===== src/rtl/video_rx_capture.sv =====
// Video receive capture: samples a strobed RGB 4:4:4 stream, buffers pixels
// in a small FIFO and writes each frame to one of two frame buffers over a
// UFI-style write port with ready/valid handshake.
module video_rx_capture #(
  parameter int pBusAdrsBit    = 32,
  parameter int pUfiBusWidth   = 12,
  parameter int pHdisplayWidth = 11,
  parameter int pVdisplayWidth = 11,
  parameter int pFifoDepth     = 16
) (
  input  logic                      iSysClk,
  input  logic                      iSysRst,
  input  logic                      iPixEn,
  input  logic                      iVSync,
  input  logic                      iVde,
  input  logic [3:0]                iColorR,
  input  logic [3:0]                iColorG,
  input  logic [3:0]                iColorB,
  input  logic [pHdisplayWidth:0]   iHdisplay,
  input  logic [pVdisplayWidth:0]   iVdisplay,
  input  logic [pBusAdrsBit-1:0]    iCapAdrs1,
  input  logic [pBusAdrsBit-1:0]    iCapAdrs2,
  input  logic                      iCapEn,
  output logic [pUfiBusWidth-1:0]   oMUfiWd,
  output logic [pBusAdrsBit-1:0]    oMUfiAdrs,
  output logic                      oMUfiWEd,
  output logic                      oMUfiVd,
  output logic                      oMUfiCmd,
  input  logic                      iMUfiRdy,
  output logic                      oFe,
  output logic                      oBufSel,
  output logic                      oOvf,
  output logic                      oFrameErr
);

  localparam int AW = (pFifoDepth > 1) ? $clog2(pFifoDepth) : 1;
  localparam int OW = AW + 2;

  typedef enum logic [1:0] {
    IDLE    = 2'd0,
    WAIT_VS = 2'd1,
    CAPTURE = 2'd2,
    DRAIN   = 2'd3
  } state_t;

  state_t state_q, state_d;

  // Previously sampled sync/enable levels (edge detection across strobes)
  logic vs_prev_q;
  logic vde_prev_q;

  // Line / frame counters
  logic [pHdisplayWidth:0] hcnt_q, hcnt_d;
  logic [pVdisplayWidth:0] vcnt_q, vcnt_d;
  logic                    line_act_q, line_act_d;

  // Status
  logic ovf_q, err_q, bufsel_q, fe_q;

  // FIFO storage, pointers carry an extra wrap bit
  logic [pUfiBusWidth-1:0] mem_q [pFifoDepth];
  logic [AW:0]             wptr_q, rptr_q;
  logic [AW:0]             mem_cnt;
  logic [OW-1:0]           occ;

  // Output register (head of the write stream)
  logic                    out_vld_q;
  logic [pUfiBusWidth-1:0] out_wd_q;
  logic [pBusAdrsBit-1:0]  adrs_q;

  // Control strobes from the FSM
  logic frame_start;
  logic push_req, push, ovf_set, err_set;
  logic clear_flags, latch_base, frame_done;
  logic fifo_full, all_empty;
  logic load, accept;
  logic [pUfiBusWidth-1:0] pix_w;

  assign frame_start = iPixEn & iVSync & ~vs_prev_q;
  assign pix_w       = pUfiBusWidth'({iColorR, iColorG, iColorB});

  // Occupancy includes the output register so the total buffered pixel
  // count never exceeds pFifoDepth.
  assign mem_cnt   = wptr_q - rptr_q;
  assign occ       = OW'(mem_cnt) + OW'(out_vld_q);
  assign fifo_full = (occ >= OW'(pFifoDepth));
  assign all_empty = (mem_cnt == '0) && !out_vld_q;

  assign push    = push_req & ~fifo_full;
  assign ovf_set = push_req & fifo_full;
  assign accept  = out_vld_q & iMUfiRdy;
  assign load    = (mem_cnt != '0) & (~out_vld_q | iMUfiRdy);

  // Remember the last sampled VSync/Vde so edges are seen between strobes
  always_ff @(posedge iSysClk or negedge iSysRst) begin
    if (!iSysRst) begin
      vs_prev_q  <= 1'b1;  // a VSync already high at release is not a frame start
      vde_prev_q <= 1'b0;
    end else if (iPixEn) begin
      vs_prev_q  <= iVSync;
      vde_prev_q <= iVde;
    end
  end

  // FSM state register
  always_ff @(posedge iSysClk or negedge iSysRst) begin
    if (!iSysRst) begin
      state_q <= IDLE;
    end else begin
      state_q <= state_d;
    end
  end

  // Next-state logic, capture decisions and counter updates
  always_comb begin
    state_d     = state_q;
    hcnt_d      = hcnt_q;
    vcnt_d      = vcnt_q;
    line_act_d  = line_act_q;
    push_req    = 1'b0;
    err_set     = 1'b0;
    clear_flags = 1'b0;
    latch_base  = 1'b0;
    frame_done  = 1'b0;
    case (state_q)
      IDLE: begin
        if (iCapEn) begin
          state_d     = WAIT_VS;
          clear_flags = 1'b1;
        end
      end
      WAIT_VS: begin
        if (!iCapEn) begin
          state_d = IDLE;
        end else if (frame_start) begin
          state_d    = CAPTURE;
          latch_base = 1'b1;
          hcnt_d     = '0;
          vcnt_d     = '0;
          line_act_d = 1'b0;
        end
      end
      CAPTURE: begin
        if (iPixEn) begin
          if (frame_start) begin
            // New frame arrived before this one completed: abandon it
            err_set = 1'b1;
            state_d = DRAIN;
          end else if (iVde) begin
            push_req   = 1'b1;
            hcnt_d     = hcnt_q + 1'b1;
            line_act_d = 1'b1;
          end else if (vde_prev_q && line_act_q) begin
            // End of a line: verify its length, then advance the line count
            if (hcnt_q != iHdisplay) begin
              err_set = 1'b1;
            end
            hcnt_d     = '0;
            vcnt_d     = vcnt_q + 1'b1;
            line_act_d = 1'b0;
            if (vcnt_d == iVdisplay) begin
              state_d = DRAIN;
            end
          end
        end
      end
      DRAIN: begin
        if (all_empty) begin
          frame_done = 1'b1;
          state_d    = iCapEn ? WAIT_VS : IDLE;
        end
      end
      default: state_d = IDLE;
    endcase
  end

  // Horizontal / vertical counters
  always_ff @(posedge iSysClk or negedge iSysRst) begin
    if (!iSysRst) begin
      hcnt_q     <= '0;
      vcnt_q     <= '0;
      line_act_q <= 1'b0;
    end else begin
      hcnt_q     <= hcnt_d;
      vcnt_q     <= vcnt_d;
      line_act_q <= line_act_d;
    end
  end

  // Sticky flags, buffer select and frame-end pulse
  always_ff @(posedge iSysClk or negedge iSysRst) begin
    if (!iSysRst) begin
      ovf_q    <= 1'b0;
      err_q    <= 1'b0;
      bufsel_q <= 1'b1;
      fe_q     <= 1'b0;
    end else begin
      if (clear_flags) begin
        ovf_q <= 1'b0;
        err_q <= 1'b0;
      end else begin
        if (ovf_set) ovf_q <= 1'b1;
        if (err_set) err_q <= 1'b1;
      end
      if (frame_done) bufsel_q <= ~bufsel_q;
      fe_q <= frame_done;
    end
  end

  // FIFO storage write (data only, no reset needed)
  always_ff @(posedge iSysClk) begin
    if (push) begin
      mem_q[wptr_q[AW-1:0]] <= pix_w;
    end
  end

  // FIFO pointers and output register handshake
  always_ff @(posedge iSysClk or negedge iSysRst) begin
    if (!iSysRst) begin
      wptr_q    <= '0;
      rptr_q    <= '0;
      out_vld_q <= 1'b0;
      out_wd_q  <= '0;
    end else begin
      if (push) wptr_q <= wptr_q + 1'b1;
      if (load) begin
        rptr_q    <= rptr_q + 1'b1;
        out_wd_q  <= mem_q[rptr_q[AW-1:0]];
        out_vld_q <= 1'b1;
      end else if (accept) begin
        out_vld_q <= 1'b0;
      end
    end
  end

  // Write address: base of the other buffer at frame start, +1 per accepted word
  always_ff @(posedge iSysClk or negedge iSysRst) begin
    if (!iSysRst) begin
      adrs_q <= '0;
    end else if (latch_base) begin
      adrs_q <= bufsel_q ? iCapAdrs1 : iCapAdrs2;
    end else if (accept) begin
      adrs_q <= adrs_q + 1'b1;
    end
  end

  assign oMUfiWd   = out_wd_q;
  assign oMUfiAdrs = adrs_q;
  assign oMUfiWEd  = out_vld_q;
  assign oMUfiVd   = (state_q == CAPTURE) || (state_q == DRAIN);
  assign oMUfiCmd  = 1'b0;
  assign oFe       = fe_q;
  assign oBufSel   = bufsel_q;
  assign oOvf      = ovf_q;
  assign oFrameErr = err_q;

endmodule


===== config.mk =====
export PLATFORM = sky130hd
export DESIGN_NAME = video_rx_capture
export DESIGN_NICKNAME = d
export VERILOG_FILES = /design/src/rtl/video_rx_capture.sv
export SDC_FILE = /design/constraint.sdc
export NUM_CORES = 1
export LEC_CHECK = 0
export CAP_MARGIN = 40
export CORE_MARGIN = 2
export CORE_UTILIZATION = 50
export CTS_CLUSTER_DIAMETER = 40
export DETAILED_ROUTE_END_ITERATION = 6
export PLACE_DENSITY_LB_ADDON = 0.25
export SYNTH_ARGS = -nofsm -noshare
export SYNTH_HDL_FRONTEND = slang
export SYNTH_SLANG_ARGS = --single-unit

===== constraint.sdc =====
create_clock -name iSysClk -period 4.6 [get_ports iSysClk]
set_input_delay 0.69 -clock iSysClk [delete_from_list [all_inputs] [get_ports iSysClk]]
set_output_delay 0.69 -clock iSysClk [all_outputs]
set_load 0.02 [all_outputs]

==> reports/qor.csv <==
metric;value;unit
#FFs+latches synth;280;
adder-cell area share of the yosys netlist;1.43;%
ratio of cells with drive above 1 in the final layout;14.4;%
die height;164;um
GR Util met2;38.4;%
period utilization;80.5;%
CP Data Required Time;4.74;ns
Clock power frac;31.1;%
DRC Markers;0;
RSZ-0062 raised after global routing;no;
startpoint type of the worst setup path;register;
CTS tree;yes;
Starting DRT DRC Count;690;
XOR/XNOR Fraction of Synth Area;4.75;%
WL/cell;22.2;um
internal power;6210;uW
leading area contributor after synthesis;edfxtp_1;
Fmax achieved;270;MHz
hpwl dp;21.5;mm
multiplexer share of the synthesized area;12.6;%
Vias;8301;
commonest non-fill, non-tap cell in the layout;edfxtp_1;
Routed WL;31.6;mm
Synth area leaders;edfxtp_1, dfrtp_1, mux4_2;
most frequent cells in the layout;edfxtp_1, clkdlybuf4s50_1, dfrtp_1;
later-pin clock latency in the skew report;0.52;ns
CTS Buf Count;39;
Least-Margin Pin Slew;0.831;ns
outcome;complete, no violations;
post-route insts no fill;1423;
area of the multi-input gates;4570;um^2
port bufs;156;
post-CTS setup buffer count;0;
post-cts sizing count;0;
vias per cell;5.83;
initial antenna violation count;0;
post-synthesis compound-gate area fraction;6.71;%
Clock transition at path regs;0.06;ns
Total GRT Usage;24.0;%
fraction of registers with async set/reset;31.4;%
net switching power;3140;uW
critical path fanouts, max;18;
top-area cell type share of the netlist area;45.3;%
largest net degree at the start of global routing;57;
GPL Wtd Cong;0.876;
Crit Path Class;register to register;
max-cap viol count;0;
number of synthesized flops with an enable pin;192;
CTS sink count;280;
FF/Latch Area;7980;um^2
CTS Root Cell;clkbuf_16;
Switching Share;33.6;%
H-tree depth;2;
Worst Path Arrival;3.85;ns
Most used DFF post-synth;edfxtp_1;
first-pass GRT wire length;47.9;mm
simple-gate area share of the yosys netlist;9.97;%
final-report max-slew violation count;0;
Setup WS post-layout;0.897;ns
combinational share of power;33.1;%
Gate Count Post-Synth;898;
nets@finish;1185;
Die ar.;26800;um^2
Hold Path Class;primary input to asynchronous set/reset pin;
pre-CTS WS;0.792;ns
CTS max path bufs;3;
hold buffer count at CTS;0;
Fillers;1856;
Area growth syn-to-layout;25.5;%
GR Layer Usage met1;32.4;%
post-route ant nets;0;
syn nets;1019;
total grt overflow;0;
post-synthesis sequential area ratio;62.6;%
Post-Syn Area;12700;um^2
Hold Violations, Final;0;
1st-pass router iterations;5;
die width;164;um
VDD IR max;0.396;mV
largest family of logic cells by synthesized area;multiplexers;
synthesis warning total;0;
core area;25100;um^2
sequential power share;35.8;%
Cell Pwr Density;585;nW/um^2
number of global-route vias before repair;8197;
leakage;0.00574;uW
Ant. Diodes;0;
Worst slew margin;44.4;%
Initial Utilization;50.7;%
io pins;158;
fin crit period;3.70;ns
num rows;58;
met3 usage;6.37;%
final setup skew;0.0195;ns
DP Cell Count;1353;
Synth Area per Inst;14.2;um^2
number of library cell types mapped by synthesis;63;
Top Usage Layer GRT;met2;
Fin Setup TNS;0;ns
final setup vio count;0;
Worst setup EP type;register;
## state kept, by name, summed over array words and instances (netlist names), 5 cells and up, named ones only
register   count
wptr_q         5
oMUfiAdrs     32
mem_q        192
oMUfiWd       12
hcnt_q        12
rptr_q         5
vcnt_q        12
## worst paths after layout
kind	startpoint	endpoint	slack [ns]	cells after the start
max in group asynchronous	iSysRst	vcnt_q[1]$_DFFE_PN0P_	3.44	2
min in group iSysClk	wptr_q[4]$_DFFE_PN0P_	wptr_q[4]$_DFFE_PN0P_	0.49	1
worst max register to register	rptr_q[3]$_DFFE_PN0P_	mem_q[3][8]$_DFFE_PP_	0.90	8
worst min-delay path	iSysRst	oMUfiAdrs[2]$_DFFE_PN0P_	0.23	1
worst min register to register	wptr_q[4]$_DFFE_PN0P_	wptr_q[4]$_DFFE_PN0P_	0.49	1
worst max-delay path	rptr_q[3]$_DFFE_PN0P_	mem_q[3][8]$_DFFE_PP_	0.90	8
## layout make-up
cell class              instances  area share [%]
flip-flops and latches        280            49.9
multi-input cells             555            28.6
repair buffers                166            10.4
clock buffers                  41            6.42
well taps                     330            2.58
clock inverters                29            1.64
inverters                      22           0.517
## cells in the mapped netlist (20+ instances only)
cell type  count
mux2i_1       39
o21ai_0       42
clkbuf_1      29
mux4_2        46
nand3_1       29
nor2b_1       21
edfxtp_1     192
xnor2_1       34
nor2_1        46
xor2_1        35
a21oi_1       36
inv_1         20
dfrtp_1       86
nand2_1       47
## routing by layer
layer	share of wire, %	vias up
li1	-	3773
met4	2.6	0
met3	9.9	55
met2	47	397
met5	0	-
met1	40	4076
## critical path: stages (launching register included)
cell and delay [ns]:
dfrtp_1 0.65, clkinv_1 0.40, ha_1 0.45, o21ai_0 0.12
a21o_1 0.20, and2_1 0.18, nor3_1 0.20, buf_4 0.30
nor4bb_4 0.82
## kinds of logic (layout without fill, tap and decap cells)
kind of cell,after synthesis,after routing
fa+ha+maj,14,14
compound gates,138,138
mux,101,101
buf+inv,63,258
other cells,1,1
flops,280,280
xor+xnor,69,69
simple gates,232,232
## power groups by stage
stage	Combinational [uW]	Clock (uW)	Sequential, uW
finish	3090	2910	3350
global route	3320	3060	3390
CTS	3110	2950	3350
detailed placement	3080	0	3400
global placement	3000	0	3380
floorplan	1700	0	3540
## through the flow
stage	power [uW]	utilization, %	hold slack, ns	cell area [um^2]
global route	9780	63.6	0.287	16000
global placement	6380	58.4	0.481	14700
detailed placement	6470	58.5	0.481	14700
floorplan	5250	-	0.394	12700
finish	9350	63.6	0.230	16000
CTS	9410	63.6	0.256	16000
Note: power is estimated with default switching activity, not from simulation.
